## src/rtl/ddr3_iod_delay_tap_ctrl_pkg.sv

```systemverilog
// Shared types and constants for the DDR3 IOD delay-tap controller.
package ddr3_iod_dly_pkg;

    localparam int TAP_W_DEF = 8;

    localparam logic DIR_INC = 1'b1;
    localparam logic DIR_DEC = 1'b0;

    typedef enum logic [2:0] {
        S_IDLE,
        S_LOAD,
        S_SETTLE,
        S_DIR,
        S_MOVE,
        S_DONE
    } state_t;

endpackage

```

## src/rtl/ddr3_iod_delay_tap_ctrl_if.sv

```systemverilog
// Request/status bus between the training sequencer and one IOD lane tap controller.
interface ddr3_iod_delay_tap_ctrl_if #(
    parameter int TAP_W = ddr3_iod_dly_pkg::TAP_W_DEF
);
    logic             REQ_VALID;
    logic             REQ_READY;
    logic [TAP_W-1:0] REQ_TAP;
    logic             REQ_LOAD;
    logic             ERR_CLR;
    logic             DONE;
    logic [TAP_W-1:0] TAP_CUR;
    logic             ERR_OOR;

    modport master (
        output REQ_VALID, REQ_TAP, REQ_LOAD, ERR_CLR,
        input  REQ_READY, DONE, TAP_CUR, ERR_OOR
    );

    modport slave (
        input  REQ_VALID, REQ_TAP, REQ_LOAD, ERR_CLR,
        output REQ_READY, DONE, TAP_CUR, ERR_OOR
    );
endinterface

```

## src/rtl/ddr3_iod_settle_timer.sv

```systemverilog
// Loadable 4-bit down-counter; expired is high once the settle window has elapsed.
module ddr3_iod_settle_timer #(
    parameter int SETTLE_CYC = 4
) (
    input  logic clk,
    input  logic rst_n,
    input  logic start,
    output logic expired
);
    // Loading S-1 makes expired assert on the S-th cycle after start.
    localparam logic [3:0] LOAD_VAL = 4'(SETTLE_CYC - 1);

    logic [3:0] cnt;

    always_ff @(posedge clk or negedge rst_n) begin
        if (!rst_n)
            cnt <= '0;
        else if (start)
            cnt <= LOAD_VAL;
        else if (cnt != '0)
            cnt <= cnt - 4'd1;
    end

    assign expired = (cnt == '0);
endmodule

```

## src/rtl/ddr3_iod_delay_tap_ctrl.sv

```systemverilog
// Steps one IOD delay line to a requested tap, one MOVE at a time, with settle gaps.
// Optional IOD_EYE_CLR_EN: pulse EYE_MONITOR_CLEAR_FLAGS_0 on error-free completion.
module ddr3_iod_delay_tap_ctrl
    import ddr3_iod_dly_pkg::*;
#(
    parameter int TAP_W      = TAP_W_DEF,
    parameter int INIT_TAP   = 1,
    parameter int MAX_TAP    = 127,
    parameter int SETTLE_CYC = 4
) (
    input  logic FAB_CLK,
    input  logic ARST_N,
    ddr3_iod_delay_tap_ctrl_if.slave req,
    output logic DELAY_LINE_LOAD_0,
    output logic DELAY_LINE_MOVE_0,
    output logic DELAY_LINE_DIRECTION_0,
    input  logic DELAY_LINE_OUT_OF_RANGE_0,
    output logic EYE_MONITOR_CLEAR_FLAGS_0
);
    localparam logic [TAP_W-1:0] INIT_V = TAP_W'(INIT_TAP);
    localparam logic [TAP_W-1:0] MAX_V  = TAP_W'(MAX_TAP);

    function automatic logic [TAP_W-1:0] clamp_tap(input logic [TAP_W-1:0] t);
        return (t > MAX_V) ? MAX_V : t;
    endfunction

    state_t           state, next;
    logic [TAP_W-1:0] target, tap;
    logic             ready, done, err, load, move, dir;
    logic             settle_done, settle_start, set_err;

    ddr3_iod_settle_timer #(.SETTLE_CYC(SETTLE_CYC)) u_settle (
        .clk     (FAB_CLK),
        .rst_n   (ARST_N),
        .start   (settle_start),
        .expired (settle_done)
    );

    assign settle_start = (next == S_SETTLE) && (state != S_SETTLE);

    always_comb begin
        next    = state;
        set_err = 1'b0;
        case (state)
            S_IDLE:   if (req.REQ_VALID) next = req.REQ_LOAD ? S_LOAD : S_SETTLE;
            S_LOAD:   next = S_SETTLE;
            S_SETTLE: begin
                if (settle_done) begin
                    if (DELAY_LINE_OUT_OF_RANGE_0) begin
                        set_err = 1'b1;
                        next    = S_DONE;
                    end else if (tap == target) begin
                        next = S_DONE;
                    end else begin
                        next = S_DIR;
                    end
                end
            end
            S_DIR:    next = S_MOVE;
            S_MOVE:   next = S_SETTLE;
            S_DONE:   next = S_IDLE;
            default:  next = S_IDLE;
        endcase
    end

    // Target is only meaningful after acceptance, so it carries no reset.
    always_ff @(posedge FAB_CLK) begin
        if (state == S_IDLE && req.REQ_VALID)
            target <= clamp_tap(req.REQ_TAP);
    end

    // Outputs are decoded from next state so they are registered yet coincide with the state.
    always_ff @(posedge FAB_CLK or negedge ARST_N) begin
        if (!ARST_N) begin
            state <= S_IDLE;
            ready <= 1'b1;
            done  <= 1'b0;
            tap   <= INIT_V;
            err   <= 1'b0;
            load  <= 1'b0;
            move  <= 1'b0;
            dir   <= DIR_DEC;
        end else begin
            state <= next;
            ready <= (next == S_IDLE);
            done  <= (next == S_DONE);
            load  <= (next == S_LOAD);
            move  <= (next == S_MOVE);
            if (next == S_LOAD)
                tap <= INIT_V;
            else if (next == S_MOVE)
                tap <= (dir == DIR_INC) ? tap + 1'b1 : tap - 1'b1;
            if (next == S_DIR)
                dir <= (target > tap) ? DIR_INC : DIR_DEC;
            if (set_err)
                err <= 1'b1;
            else if (state == S_IDLE && req.ERR_CLR)
                err <= 1'b0;
        end
    end

`ifdef IOD_EYE_CLR_EN
    logic eye;

    always_ff @(posedge FAB_CLK or negedge ARST_N) begin
        if (!ARST_N)
            eye <= 1'b0;
        else
            eye <= (next == S_DONE) && !err && !set_err;
    end

    assign EYE_MONITOR_CLEAR_FLAGS_0 = eye;
`else
    assign EYE_MONITOR_CLEAR_FLAGS_0 = 1'b0;
`endif

    assign req.REQ_READY          = ready;
    assign req.DONE               = done;
    assign req.TAP_CUR            = tap;
    assign req.ERR_OOR            = err;
    assign DELAY_LINE_LOAD_0      = load;
    assign DELAY_LINE_MOVE_0      = move;
    assign DELAY_LINE_DIRECTION_0 = dir;
endmodule

```

## src/flat_wrapper.sv

```systemverilog
// flat-port wrapper written by rule: the top's interface ports become plain ports
module ddr3_iod_delay_tap_ctrl_flat import ddr3_iod_dly_pkg::*;
#(
    parameter int TAP_W      = TAP_W_DEF,
    parameter int INIT_TAP   = 1,
    parameter int MAX_TAP    = 127,
    parameter int SETTLE_CYC = 4
)
  (FAB_CLK, ARST_N, DELAY_LINE_LOAD_0, DELAY_LINE_MOVE_0, DELAY_LINE_DIRECTION_0, DELAY_LINE_OUT_OF_RANGE_0, EYE_MONITOR_CLEAR_FLAGS_0, req_REQ_VALID, req_REQ_TAP, req_REQ_LOAD, req_ERR_CLR, req_REQ_READY, req_DONE, req_TAP_CUR, req_ERR_OOR);
  ddr3_iod_delay_tap_ctrl_if #(.TAP_W(TAP_W)) req_i ();
  input  logic FAB_CLK;
  input  logic ARST_N;
  output logic DELAY_LINE_LOAD_0;
  output logic DELAY_LINE_MOVE_0;
  output logic DELAY_LINE_DIRECTION_0;
  input  logic DELAY_LINE_OUT_OF_RANGE_0;
  output logic EYE_MONITOR_CLEAR_FLAGS_0;
  input wire logic [$bits(req_i.REQ_VALID)-1:0] req_REQ_VALID;
  input wire logic [$bits(req_i.REQ_TAP)-1:0] req_REQ_TAP;
  input wire logic [$bits(req_i.REQ_LOAD)-1:0] req_REQ_LOAD;
  input wire logic [$bits(req_i.ERR_CLR)-1:0] req_ERR_CLR;
  output wire logic [$bits(req_i.REQ_READY)-1:0] req_REQ_READY;
  output wire logic [$bits(req_i.DONE)-1:0] req_DONE;
  output wire logic [$bits(req_i.TAP_CUR)-1:0] req_TAP_CUR;
  output wire logic [$bits(req_i.ERR_OOR)-1:0] req_ERR_OOR;
  assign req_i.REQ_VALID = req_REQ_VALID;
  assign req_i.REQ_TAP = req_REQ_TAP;
  assign req_i.REQ_LOAD = req_REQ_LOAD;
  assign req_i.ERR_CLR = req_ERR_CLR;
  assign req_REQ_READY = req_i.REQ_READY;
  assign req_DONE = req_i.DONE;
  assign req_TAP_CUR = req_i.TAP_CUR;
  assign req_ERR_OOR = req_i.ERR_OOR;
  ddr3_iod_delay_tap_ctrl #(.TAP_W(TAP_W), .INIT_TAP(INIT_TAP), .MAX_TAP(MAX_TAP), .SETTLE_CYC(SETTLE_CYC)) u_core (.FAB_CLK(FAB_CLK), .ARST_N(ARST_N), .req(req_i), .DELAY_LINE_LOAD_0(DELAY_LINE_LOAD_0), .DELAY_LINE_MOVE_0(DELAY_LINE_MOVE_0), .DELAY_LINE_DIRECTION_0(DELAY_LINE_DIRECTION_0), .DELAY_LINE_OUT_OF_RANGE_0(DELAY_LINE_OUT_OF_RANGE_0), .EYE_MONITOR_CLEAR_FLAGS_0(EYE_MONITOR_CLEAR_FLAGS_0));
endmodule
```

## config.mk

```make
export PLATFORM = sky130hd
export DESIGN_NAME = ddr3_iod_delay_tap_ctrl_flat
export DESIGN_NICKNAME = d
export VERILOG_FILES = /design/src/rtl/ddr3_iod_delay_tap_ctrl_pkg.sv /design/src/rtl/ddr3_iod_delay_tap_ctrl_if.sv /design/src/rtl/ddr3_iod_settle_timer.sv /design/src/rtl/ddr3_iod_delay_tap_ctrl.sv /design/src/flat_wrapper.sv
export SDC_FILE = /design/constraint.sdc
export NUM_CORES = 1
export LEC_CHECK = 0
export CORE_MARGIN = 4
export CORE_UTILIZATION = 49
export CTS_BUF_LIST = sky130_fd_sc_hd__clkbuf_4
export DETAILED_ROUTE_END_ITERATION = 12
export PLACE_DENSITY = 0.87
export SYNTH_ARGS = -nofsm -noshare
export SYNTH_HDL_FRONTEND = slang
export SYNTH_SLANG_ARGS = --single-unit
```

## constraint.sdc

```tcl
create_clock -name FAB_CLK -period 1.97 [get_ports FAB_CLK]
set_clock_uncertainty 0.15 [all_clocks]
set_input_delay 0.394 -clock FAB_CLK [delete_from_list [all_inputs] [get_ports FAB_CLK]]
set_output_delay 0.394 -clock FAB_CLK [all_outputs]
set_load 0.05 [all_outputs]
```

## Yosys cells after proc, flatten, opt, wreduce, memory -nomap -nowiden

Index checks and enable logic that the tools add are counted.

| storage, ports and cells | value |
|---|---|
| register bits after elaboration | 29 |
| input bits | 14 |
| output and inout port bits | 15 |
| logic and storage cells | 54 |

| cells by class | value |
|---|---|
| add/sub/neg operators | 3 |
| magnitude comparators | 2 |
| equal/unequal tests | 11 |
| muxes and demuxes | 17 |
| reductions and logical operators | 11 |

Operator list:

| kind | number |
|---|---|
| 2-to-1 mux 8 bit | 3 |
| equality test 3 x 2 -> 1 bit (second input constant) | 4 |
| 2-to-1 mux 3 bit | 4 |
| one-hot mux 3 bit (4 select lines) | 1 |
| equality test 3 bit (second input constant) | 3 |
| adder 8 x 1 -> 8 bit (second input constant) | 1 |
| equality test 8 bit | 1 |
| greater-than comparator 8 x 7 -> 1 bit (second input constant) | 1 |
| greater-than comparator 8 bit | 1 |
| 2-to-1 mux 4 bit | 2 |
| subtractor 8 x 1 -> 8 bit (second input constant) | 1 |
| equality test 3 x 1 -> 1 bit (second input constant) | 2 |
| logical NOT 3 bit | 2 |
| 2-to-1 mux 1 bit | 6 |
| nonzero test 2 bit | 3 |
| logical NOT 4 bit | 1 |
| nonzero test 4 bit | 1 |
| subtractor 4 x 1 -> 4 bit (second input constant) | 1 |
| logical AND 1 bit | 3 |
| inequality test 3 x 2 -> 1 bit (second input constant) | 1 |
| 2-to-1 mux 2 bit | 1 |
| OR reduction 2 bit | 1 |

## Logic depth before layout (Yosys ltp)

Gate-level depths: netlist of run 1.

| depth | value |
|---|---|
| word-level depth | 8 |
| depth in mapped cells | 8 |
| depth with buffers taken out | 8 |

## Hierarchy

From an unflattened synthesis of run 1, not the netlist that was laid out.

| second synthesis, totals | value |
|---|---|
| cell total of the unflattened synthesis | 167 |
| area, all modules | 1689.1 sq um |

By module, submodules not included:

| module | instances | cells an instance | area an instance (sq um) | seq. area each (sq um) |
|---|---|---|---|---|
| ddr3_iod_delay_tap_ctrl | 1 | 145 | 1457.6 | 668.1 |
| ddr3_iod_settle_timer | 1 | 22 | 231.5 | 100.1 |

## Worst setup path after synthesis of run 1

No wires, ideal clock.

| timing path | value |
|---|---|
| path type | reg-to-reg |
| from | register u_core.dir, in the netlist u_core.DELAY_LINE_DIRECTION_0 |
| to | register u_core.tap[7], in the netlist u_core.req.TAP_CUR[7] |
| library setup time | 129 ps |
| data arrival time | 2174 ps |
| data required time | 1691 ps |
| slack | -483 ps |
| cell stages (with the launch flop) | 8 |
| path buffers | 0 |
| clock period less this slack | 2453 ps |
| cells stage by stage | dfrtp_1 > inv_1 > ha_1 > a2111o_1 > o22ai_2 > xnor2_1 > a21oi_1 > o22ai_1 |

| between the ends | value |
|---|---|
| word-level cells in the longest chain between the ends | 3 |

RTL lines:

| what | line | text |
|---|---|---|
| start, declared | ddr3_iod_delay_tap_ctrl.sv:29 | `logic ready, done, err, load, move, dir;` |
| start signal, assigned | ddr3_iod_delay_tap_ctrl.sv:94 | `dir <= (target > tap) ? DIR_INC : DIR_DEC;` |
| 2-to-1 mux 8 bit | ddr3_iod_delay_tap_ctrl.sv:92 | `tap <= (dir == DIR_INC) ? tap + 1'b1 : tap - 1'b1;` |
| 2-to-1 mux 8 bit | ddr3_iod_delay_tap_ctrl.sv:91 | `else if (next == S_MOVE)` |
| 2-to-1 mux 8 bit | ddr3_iod_delay_tap_ctrl.sv:89 | `if (next == S_LOAD)` |
| end signal, assigned | ddr3_iod_delay_tap_ctrl.sv:92 |  |
| end, declared | ddr3_iod_delay_tap_ctrl.sv:28 | `logic [TAP_W-1:0] target, tap;` |

Every way passes these cells. The select of a mux whose other input is x is not followed.
A chain may end at the register's enable or synchronous reset.

## Worst setup path after layout of run 1

| timing path | value |
|---|---|
| from | register u_core.tap[0], in the netlist u_core.req.TAP_CUR[0] |
| to | register u_core.u_settle.cnt[2] |

| between the ends | value |
|---|---|
| word-level cells in the longest chain between the ends | 8 |
| elaborated cells on any way between the ends | 9 |
| those cells by class | eq/ne (2); mux (5); reduce/logical (2) |

RTL lines:

| what | line | text |
|---|---|---|
| equality test 8 bit * | ddr3_iod_delay_tap_ctrl.sv:52 | `end else if (tap == target) begin` |
| 2-to-1 mux 3 bit * | ddr3_iod_delay_tap_ctrl.sv:52 |  |
| 2-to-1 mux 3 bit * | ddr3_iod_delay_tap_ctrl.sv:49 | `if (DELAY_LINE_OUT_OF_RANGE_0) begin` |
| 2-to-1 mux 3 bit * | ddr3_iod_delay_tap_ctrl.sv:48 | `if (settle_done) begin` |
| one-hot mux 3 bit (4 select lines) * | ddr3_iod_delay_tap_ctrl.sv:44 | `case (state)` |
| equality test 3 x 2 -> 1 bit * | ddr3_iod_delay_tap_ctrl.sv:39 | `assign settle_start = (next == S_SETTLE) && (state != S_SETTLE);` |
| logical AND 1 bit * | ddr3_iod_delay_tap_ctrl.sv:39 |  |
| 2-to-1 mux 4 bit or nonzero test 2 bit (tied branches) | -- |  |
| end signal, assigned | ddr3_iod_settle_timer.sv:21 | `cnt <= cnt - 4'd1;` |
| end, declared | ddr3_iod_settle_timer.sv:13 | `logic [3:0] cnt;` |

Every way passes the cells marked *; elsewhere a longest branch is shown, timed or not.

==> impl_results.md, run 1 <==
* Area Growth Syn to Fin at 37.0%
* Worst Setup Path Type: reg2reg
* RSZ-0062 raised after global routing: yes
* Die area at about 4400 um2
* Yosys cell types at 48
* Gpl congestion at around 0.80
* HP Class: in2async
* Setup slack, reg-to-reg at -0.05 ns
* CP arrival at between 2 and 2.5 ns
* Final setup fails at 7
* Clock tree buffer depth at 2
* DR DRC count at 0
* Largest net degree at the start of global routing at 22
* Post-Syn Instances at 165
* Synth Flop Type: dfrtp_1
* Critical Path RT at between 2 and 2.5 ns
* DIE HEIGHT at roughly 66 um
* Fraction of layout cells with a size suffix above 1 at 41.0%
* Static Leak at about 1.0 nW
* Type of origin of the critical path: flop
* Post-route insts no fill at 256
* Ys async rst share at 72.4%
* Drt total wl at 4070 um
* Layout Utilization at between 70% and 80%
* Yosys reg bits at 29
* RR Startpoint: u_core.req.TAP_CUR[0]
* Period utilization at 103%
* Max Fclk at slightly below 0.5 GHz
* Initial antenna violation count at 0
* Endpoints failing hold at 0
* CTS tree: yes
* Drt initial violations at 84
* Final #Nets at 241
* WL/cell at around 16 um
* Detailed-route vias per instance at about 5.4
* Max cap viols at 0
* Final min period at between 2 and 2.5 ns
* Commonest non-fill, non-tap cell in the layout: buf_4
* First-pass DRT Iterations at 4
* Post-DP HPWL at about 3000 um
* Reg clk slew, reported paths at about 0.10 ns
* Num rows at 20
* Vias in the first global route at about 1400
* Placed insts at 240
* Clock latency on the worst-skew pair at between 0.3 and 0.4 ns
* Syn Area/Cell at between 10 and 15 um2
* Hold buffers post-CTS at 0
* Most frequent cells in the layout: 25 x buf_4, 15 x nand2_1, 13 x clkdlybuf4s50_1
* Critical path origin: u_core.req.TAP_CUR[0]
* Sequential area share after synthesis at 45.9%
* Die extent in x at roughly 66 um
* CP max FO at 6
* Slew Limit Fails at 0
* Pre-CTS setup slack at -0.0461 ns
* IO Port Bufs at 27
* CTS H-tree depth at 2
* Final hold slack at roughly 0.24 ns
* Cell Area, Synth at around 1700 um2
* VDD IR max at 0.000738 V
* Worst R2R End: u_core.u_settle.cnt[2]
* Num CTS Buffers at 5
* DR vias at roughly 1400
* EDFF count, synth at 8
* Total gr overflow at 0
* Crit end category: flop
* CTS Sinks at 29
* GRT Resource Usage Total at between 20% and 30%
* Global-route wire length before repair at around 6500 um
* Core Region at 3150 um2
* P per Cell Area at about 1800 nW/um2
* Depth of the most critical reg-to-reg path at 8
* CTS root buffer: clkbuf_4
* Status: finished, violations left
* Top Ports at 29
* Failing checks: negative setup slack
* Starting Density at a little over half
* Setup crit end: u_core.u_settle.cnt[2]
* Antenna Nets Post-Route at 0
* Worst Slack Setup Final at -0.0540 ns
* Number of synthesis warnings at 0
* Antenna diode instance count at 0
==> metal layers <==
metal  part of all wire, %  global-route usage [%]  wire (um)
met2                    53                    35.1       2160
met3                   6.4                    5.73        261
met4                   1.9                    8.88         76
met1                    39                    22.3       1570
met5                     0                       0          0
==> kinds of logic (layout without fill, tap and decap cells) <==
family / after synthesis / after routing / share of synthesized area [%]
simple gates: 52 / 52 / 16.2
buf+inv: 19 / 65 / 4.63
fa+ha+maj: 16 / 16 / 12.4
other cells: 1 / 2 / 0.224
xor+xnor: 8 / 8 / 4.18
flops: 29 / 29 / 45.9
compound gates: 40 / 40 / 16.5
==> final cells by class <==
cell class / count / area, um2
well taps: 44 / 55.1
flip-flops and latches: 29 / 782
fillers: 234 / 857
multi-input cells: 118 / 985
repair buffers: 40 / 349
clock inverters: 2 / 10.0
inverters: 17 / 70.1
clock buffers: 6 / 45.0
==> power breakdown <==
| part | internal, mW | switching (mW) |
|---|---|---|
| clock | 0.149 | 0.209 |
| sequential | 0.868 | 0.219 |
| combinational | 1.21 | 1.49 |
| total | 2.22 | 1.92 |
==> critical path: stages (launching register included) <==
cell and delay (ns):
dfstp_4 0.63, buf_6 0.10, ha_4 0.18, and4_1 0.15, a21oi_2 0.18, nor2_2 0.07
o21ai_4 0.21, o211a_1 0.22, a21oi_1 0.05
==> state kept, by name, indices dropped and copies added, names as in the netlist <==
name	flops
u_core.req.DONE	1
u_core.u_settle.cnt	4
u_core.DELAY_LINE_LOAD_0	1
u_core.req.REQ_READY	1
u_core.DELAY_LINE_DIRECTION_0	1
u_core.DELAY_LINE_MOVE_0	1
u_core.req.ERR_OOR	1
u_core.state	3
u_core.req.TAP_CUR	8
u_core.target	8
==> synthesized netlist by cell type (2+ instances only) <==
cell type  count  area, um2
nand2b_1       3       18.8
o21ai_0        3       15.0
nand3_1        2       10.0
nor2_1         9       33.8
or2_2          7       43.8
xor2_1         4       35.0
nor3_1         3       15.0
a21o_1         2       15.0
dfrtp_1       19        475
o21ai_1        7       35.0
and2_1         4       25.0
dfstp_2        2       52.6
and4_1         2       17.5
nand2_1       15       56.3
xnor2_1        4       35.0
inv_1         15       56.3
o21ai_2        2       17.5
o21a_1         2       15.0
a21oi_1        9       45.0
nor2b_1        2       12.5
edfxtp_1       8        240
ha_1          15        188
==> timing repair <==
action                     4_1_cts  5_1_grt
pin swaps                        2        8
setup buffers                    2        6
setup endpoints to repair        2        9
cloned                           0        0
gates resized for setup          0       13
==> metrics by stage <==
| stage | cell area (um2) | TNS, ns | total power, mW |
|---|---|---|---|
| after CTS | 2190 | -0.0186 | 3.84 |
| after floorplan | 1800 | -0.120 | 2.77 |
| after global placement | 2120 | -0.0207 | 3.26 |
| after detailed placement | 2120 | -0.0655 | 3.42 |
| after global routing | 2300 | -0.885 | 4.43 |
| final | 2300 | -0.255 | 4.14 |
==> how the worst min path moves through the flow <==
stage	start	end	slack, ns	depth (start not counted)
6_report	ARST_N	u_core.state[0]	0.24	2
4_1_cts	ARST_N	u_core.req.TAP_CUR[5]	0.23	2
2_1_floorplan	ARST_N	u_core.DELAY_LINE_DIRECTION_0	-0.05	0
3_5_place_dp	u_core.u_settle.cnt[1]	u_core.u_settle.cnt[1]	0.37	2
3_3_place_gp	u_core.u_settle.cnt[1]	u_core.u_settle.cnt[1]	0.37	2
5_1_grt	ARST_N	u_core.u_settle.cnt[0]	0.25	2
Note: power is estimated with default switching activity, not from simulation.
==> inputs of run 2 (changes only) <==
--- a/config.mk
+++ b/config.mk
@@ -6,10 +6,11 @@
 export NUM_CORES = 1
 export LEC_CHECK = 0
 export CORE_MARGIN = 4
-export CORE_UTILIZATION = 49
+export CORE_UTILIZATION = 55
 export CTS_BUF_LIST = sky130_fd_sc_hd__clkbuf_4
 export DETAILED_ROUTE_END_ITERATION = 12
-export PLACE_DENSITY = 0.87
+export DONT_BUFFER_PORTS = 1
+export PLACE_DENSITY_LB_ADDON = 0.05
 export SYNTH_ARGS = -nofsm -noshare
 export SYNTH_HDL_FRONTEND = slang
 export SYNTH_SLANG_ARGS = --single-unit
==> run 2 against run 1 <==
Effect of this change: the flow still finishes with violations (negative setup slack); critical endpoint is now u_core.DELAY_LINE_DIRECTION_0; die area is 9.6% lower; design area is 11% lower; largest cell class unchanged; sequential share of layout area is 4.4 points higher; total power is 7.9% lower; global-route usage is 0.63 points lower.
==> impl_results.md, run 2 (synthesis gave the netlist of run 1 again) <==
* Status: finished, violations left
* Failing checks: negative setup slack
* Worst R2R End: u_core.DELAY_LINE_DIRECTION_0
* CTS Sinks at 29 (unchanged)
* Setup crit end: u_core.DELAY_LINE_DIRECTION_0
* WL/cell at 15.9 um (+0.23%)
* Worst Slack Setup Final at -0.0255 ns (+0.0285 ns)
* CTS tree: yes
* Commonest non-fill, non-tap cell in the layout: nand2_1
* GRT Resource Usage Total at 19.4% (-0.63 points)
* Initial antenna violation count at 0 (unchanged)
* Static Leak at 0.890 nW (-12%)
* Die area at 3990 um2 (-9.6%)
* Final #Nets at 216 (-10%)
* CTS root buffer: clkbuf_4
* DIE HEIGHT at 63.2 um (-4.9%)
* DR vias at 1263 (-8.7%)
* Gpl congestion at 0.905 (+13%)
* Area Growth Syn to Fin at 21.5%
* Period utilization at 101% (-1.4 points)
* CP arrival at 2.07 ns (-0.04 ns)
* Depth of the most critical reg-to-reg path at 7 (-1)
* HP Class: in2reg
* Max cap viols at 0 (unchanged)
* Slew HR at between 30% and 40%
* Post-DP HPWL at 2660 um (-12%)
* Post-route cell area at 2040 um2 (-11%)
* Starting Density at 59.2% (+6.1 points)
* Final Power at 3.82 mW (-7.9%)
* Final min period at 2.00 ns (-0.0285 ns)
* Setup slack, reg-to-reg at -0.03 ns (+0.03 ns)
* Core Region at 2830 um2 (-10%)
* Pre-CTS setup slack at -0.0276 ns (+0.0184 ns)
* Slew Limit Fails at 0 (unchanged)
* Slew @ Worst Pin at between 0.9 and 1 ns
* Final setup fails at 4 (-3)
* Total gr overflow at 0 (unchanged)
* Largest net degree at the start of global routing at 22 (unchanged)
* Cell area after placement at 1900 um2 (-11%)
* Global-route wire length before repair at 5890 um (-9.1%)
* CTS H-tree depth at 2 (unchanged)
* Drt initial violations at 49 (-42%)
* Vias in the first global route at 1279 (-7.9%)
* Crit end category: flop
* Critical Path RT at 2.05 ns (about the same)
* Reg clk slew, reported paths at 0.09 ns (about the same)
* Max Fclk at 0.501 GHz (+1.4%)
* Endpoints failing hold at 0 (unchanged)
* RR Startpoint: u_core.req.TAP_CUR[0]
* Clock latency on the worst-skew pair at 0.33 ns (about the same)
* Antenna diode instance count at 0 (unchanged)
* Worst Setup Path Type: reg2reg
* Antenna Nets Post-Route at 0 (unchanged)
* Critical path origin: u_core.req.TAP_CUR[0]
* Type of origin of the critical path: flop
* IO Port Bufs at 0 (-100%)
* P per Cell Area at 1880 nW/um2 (+3.9%)
* Detailed-route vias per instance at 5.79 (+7.2%)
* DR DRC count at 0 (unchanged)
* Num CTS Buffers at 5 (unchanged)
* CP max FO at 6 (unchanged)
* Num rows at 19 (-5.0%)
* Fraction of layout cells with a size suffix above 1 at 38.0% (-3.1 points)
* Clock tree buffer depth at 2 (unchanged)
* Most frequent cells in the layout: 15 x nand2_1, 14 x buf_4, 11 x dfrtp_1
* Die extent in x at 63.2 um (-4.9%)
* First-pass DRT Iterations at 4 (unchanged)
* VDD IR max at 0.000903 V (+22%)
* Top Ports at 29 (unchanged)
* RSZ-0062 raised after global routing: yes
* Drt total wl at 3470 um (-15%)
-- run 2: changes by cell type in the layout (fill, tap and decap cells not counted), sizes merged --
cell | before | now
clkdlybuf4s50 | 13 | 0
dlygate4sd3 | 0 | 1
clkbuf | 6 | 7
clkinv | 4 | 3
buf | 27 | 14
-- run 2: power breakdown --
part           leakage (nW)  total, mW  internal (mW)  switching (mW)
Clock                0.0338      0.368          0.164           0.204
Sequential            0.328       1.19          0.869           0.321
Combinational         0.528       2.26           1.01            1.25
Total                 0.890       3.82           2.04            1.78
-- run 2: area by class of cell --
type | instances | area, um2
inverter | 17 | 70.1
multi-input combinational | 118 | 973
timing repair buffer | 15 | 115
fill | 205 | 793
clock buffer | 7 | 52.6
tap | 31 | 38.8
sequential | 29 | 782
clock inverter | 1 | 3.75
-- run 2: how the worst min path moves through the flow --
stage	start	end	slack, ns	cells after the start
floorplan	ARST_N	u_core.DELAY_LINE_DIRECTION_0	-0.05	0
global placement	ARST_N	u_core.DELAY_LINE_MOVE_0	-0.05	0
detailed placement	ARST_N	u_core.req.TAP_CUR[7]	-0.05	0
CTS	req_REQ_LOAD	u_core.DELAY_LINE_LOAD_0	0.04	1
global route	req_REQ_LOAD	u_core.DELAY_LINE_LOAD_0	0.03	1
finish	req_REQ_LOAD	u_core.DELAY_LINE_LOAD_0	0.05	1
-- run 2: critical path, stage by stage (launching register included) --
cell	delay (ns)
dfstp_4	0.66
ha_4	0.19
and4_1	0.16
a21oi_2	0.16
nor2_2	0.06
o21ai_2	0.21
a21oi_1	0.10
a31o_1	0.19
-- run 2: per-stage QoR --
stage | hold slack, ns | instances | util (%) | TNS [ns]
after CTS | 0.0383 | 216 | 69.9 | -0.00708
after global routing | 0.0337 | 218 | 72.0 | -0.709
after detailed placement | -0.0510 | 205 | 67.1 | -0.0463
final | 0.0475 | 218 | 72.0 | -0.0805
after floorplan | -0.0516 | 166 | - | -0.120
after global placement | -0.0511 | 205 | 67.1 | 0
-- run 2: routing by layer --
layer | share of wire [%] | routed length (um) | track usage (%) | vias up
met1 | 44 | 1520 | 23.4 | 587
met4 | 3.7 | 127 | 10.5 | 0
met5 | 0 | 0 | 0 | -
met3 | 5.2 | 182 | 6.57 | 13
li1 | - | - | - | 621
met2 | 47 | 1650 | 30.4 | 42
-- run 2: repair_timing --
| action | CTS | global route |
|---|---|---|
| resized for setup | 0 | 10 |
| hold buffers | 1 | 0 |
| pin swaps | 1 | 6 |
| hold endpoints to repair | 21 | 0 |
| setup endpoints to repair | 6 | 9 |
| setup buffers | 2 | 2 |
==> inputs of run 3 (changes only) <==
--- a/config.mk
+++ b/config.mk
@@ -13,4 +13,5 @@
 export PLACE_DENSITY_LB_ADDON = 0.05
 export SYNTH_ARGS = -nofsm -noshare
 export SYNTH_HDL_FRONTEND = slang
+export SYNTH_HIERARCHICAL = 1
 export SYNTH_SLANG_ARGS = --single-unit
==> run 3 against run 2 <==
Effect of this change: sequential power barely moved; synthesized cell count grew 1.2%; the flow still finishes with violations (negative setup slack); global-route usage increased by 0.24 points.
==> impl_results.md, run 3 <==
* Vias in the first global route at 1389 (+8.6%)
* EDFF count, synth at 8 (unchanged)
* Drt total wl at 4120 um (+19%)
* Detailed-route vias per instance at 5.79 (-0.13%)
* Area Growth Syn to Fin at 31.7%
* CTS H-tree depth at 2 (unchanged)
* Type of origin of the critical path: flop
* Largest net degree at the start of global routing at 22 (unchanged)
* DR vias at 1354 (+7.2%)
* Routing usage on met2 at 34.4% (+4.0 points)
* Met3 usage at 7.10% (+0.53 points)
* Fill cell count at 172 (-16%)
* Slew @ Worst Pin at 0.947 ns (-0.0206 ns)
* Psw at 2.01 mW (+13%)
* Core Region at 2850 um2 (+0.84%)
* Final min period at 2.14 ns (+0.141 ns)
* Max Fclk at 0.468 GHz (-6.6%)
* Met1 Use GR at 21.7% (-1.7 points)
* Final setup fails at 2 (-2)
* Num CTS Buffers at 5 (unchanged)
* Period utilization at 108% (+7.2 points)
* Cell-internal power at 2.35 mW (+15%)
* Yosys cell types at 45 (-6.3%)
* Worst R2R End: u_core/req.TAP_CUR[6]
* Max cap viols at 0 (unchanged)
* Final hold slack at 0.0361 ns (-0.0114 ns)
* Seq pwr share at 27.2% (-4.0 points)
* Syn Area/Cell at 10.1 um2 (-0.39%)
* Crit path cell chain: clkinv_4, ha_4, nor2b_4, o21ai_2, a21boi_2, o21a_1, or3_1, a32o_1
* Yosys reg bits at 29 (unchanged)
* CTS Sinks at 29 (unchanged)
* Depth of the most critical reg-to-reg path at 8 (+1)
* Clock share of power at 7.8% (-1.8 points)
* Clock tree buffer depth at 2 (unchanged)
* IO Port Bufs at 0 (unchanged)
* Num rows at 19 (unchanged)
* VDD IR max at 0.00135 V (+50%)
* Failing checks: negative setup slack
* CTS tree: yes
* Largest stage delay on the critical path at 0.42 ns (-0.24 ns)
* Most frequent cells after synthesis: 19 x dfrtp_1, 16 x ha_1, 14 x inv_1
* RR Startpoint: u_core/DELAY_LINE_DIRECTION_0
* Top Ports at 29 (unchanged)
* Critical path origin: u_core/DELAY_LINE_DIRECTION_0
* Crit path max-delay cell type: dfrtp_2
* Antenna Nets Post-Route at 0 (unchanged)
* Sequential area share after synthesis at 45.5% (-0.37 points)
* Initial antenna violation count at 0 (unchanged)
* Synth area leaders: dfrtp_1 28%, edfxtp_1 14%, ha_1 12%, a21oi_1 3.6%, dfstp_2 3.1%
* Setup slack, reg-to-reg at -0.17 ns (-0.14 ns)
* Reg clk slew, reported paths at 0.10 ns (about the same)
* Critical path depth in cells at 8 (+1)
* Critical Path RT at 2.05 ns (about the same)
* Crit end category: flop
* Number of synthesis warnings at 6 (+6)
* Status: finished, violations left
* Commonest non-fill, non-tap cell in the layout: buf_4
* CP arrival at 2.22 ns (+0.15 ns)
* P per Cell Area at 1960 nW/um2 (+4.5%)
* Post-Syn Instances at 167 (+1.2%)
* HP Class: in2reg
* Buf/Inv on CP at 1 (+1)
* Slew HR at 36.7% (+1.4 points)
* RSZ-0062 raised after global routing: yes
* Area leader, netlist: dfrtp_1
* Worst Setup Path Type: reg2reg
* Worst Hold Depth at 2 (+1)
* Global-route wire length before repair at 6110 um (+3.8%)
* CP max FO at 3 (-3)
* Worst Slack Setup Final at -0.167 ns (-0.141 ns)
* Gpl congestion at 0.828 (-8.5%)
* Most frequent cells in the layout: 24 x buf_4, 13 x dfrtp_1, 13 x nand2_1
* WHS Endpoint: u_core/req.REQ_READY
* CP delay by family, top: compound AO/OA/AOI/OAI gates
* Yosys top cell area share at 28.1% (-0.23 points)
* Final #Nets at 233 (+7.9%)
* First-pass DRT Iterations at 4 (unchanged)
* Endpoints failing hold at 0 (unchanged)
* Global route hottest layer: met2
* Ys async rst share at 72.4% (unchanged)
* Die area at 4020 um2 (+0.71%)
* Static Leak at 0.967 nW (+8.7%)
* Slew Limit Fails at 0 (unchanged)
* Gate power share at 64.9% (+5.7 points)
* CTS root buffer: clkbuf_4
* Post-DP HPWL at 2680 um (+0.81%)
* Drt initial violations at 81 (+65%)
* DR DRC count at 0 (unchanged)
* Hold_sp: req_REQ_VALID
* Total gr overflow at 0 (unchanged)
* TNS Setup at -0.244 ns (-0.164 ns)
* Clock latency on the worst-skew pair at 0.33 ns (about the same)
* Switching portion of total power at 46.0% (-0.59 points)
* Cell Area, Synth at 1690 um2 (+0.82%)
* WL/cell at 17.6 um (+10%)
* Starting Density at 59.2% (about the same)
* Synth Flop Type: dfrtp_1
* Most frequent cell after synthesis: dfrtp_1
* Fraction of layout cells with a size suffix above 1 at 37.9% (about the same)
* GRT Resource Usage Total at 19.6% (+0.24 points)
* DIE HEIGHT at 63.4 um (+0.36%)
* Antenna diode instance count at 0 (unchanged)
* Die extent in x at 63.4 um (+0.36%)
-- run 3: cell types whose count changed in the layout (fill, tap and decap cells not counted), sizes merged, moves of 3 or more --
cell	change
and2	-3
buf	+15
nor2	+3
nor2b	+3
o21ai	-5
-- run 3: stage by stage --
step / cell area, um2 / setup WS, ns / std cells / total power [mW] / util [%]
after detailed placement: 1900 / -0.110 / 218 / 3.29 / 66.7
after global routing: 2220 / -0.244 / 234 / 4.68 / 78.0
after CTS: 2000 / -0.0772 / 230 / 3.77 / 70.2
after global placement: 1900 / -0.0537 / 218 / 3.19 / 66.7
final: 2220 / -0.167 / 234 / 4.36 / 78.0
after floorplan: 1720 / -0.205 / 168 / 2.65 / -
-- run 3: area by class of cell --
class                      instances  area, um2  area share (%)
tap                               31       38.8            1.74
inverter                          14       57.6            2.59
multi-input combinational        122       1030            46.5
sequential                        29        776            34.9
clock inverter                     3       12.5           0.562
timing repair buffer              30        268            12.0
clock buffer                       5       37.5            1.69
-- run 3: how the worst max path moves through the flow --
stage	end	slack, ns
after floorplan	u_core/req.TAP_CUR[6]	-0.21
after global placement	u_core/req.TAP_CUR[6]	-0.05
after detailed placement	u_core/req.TAP_CUR[7]	-0.11
after CTS	u_core/req.TAP_CUR[6]	-0.08
after global routing	u_core/req.TAP_CUR[6]	-0.24
final	u_core/req.TAP_CUR[6]	-0.17
-- run 3: per-layer routing --
metal,wire (um),up-vias
met2,2080,52
met1,1660,641
met5,0,-
li1,-,647
met3,261,14
met4,114,0
-- run 3: repair_timing --
action	CTS	global route
hold buffers	1	0
setup buffers	3	5
gates resized for setup	4	24
endpoints found under the setup margin	4	4
pin swaps	0	11
hold endpoints to repair	21	0
-- run 3: cells by family after synthesis --
kind of cell               count (synthesis)  synth area share (%)
xor gates and xnor gates                   6                  3.11
buffers and inverters                     17                  4.15
DFF                                       29                  45.5
AOI/OAI and AO/OA                         35                  13.4
and+or+nand+nor                           61                  20.0
other                                      1                 0.222
muxes                                      1                 0.593
adders and majority gates                 17                  13.0
-- run 3: power by group through the flow --
stage | registers (mW) | logic (mW) | clock network, mW
2_1_floorplan | 1.36 | 1.29 | 0
3_3_place_gp | 1.16 | 2.04 | 0
3_5_place_dp | 1.17 | 2.11 | 0
4_1_cts | 1.15 | 2.27 | 0.355
5_1_grt | 1.21 | 3.07 | 0.398
6_report | 1.19 | 2.83 | 0.342
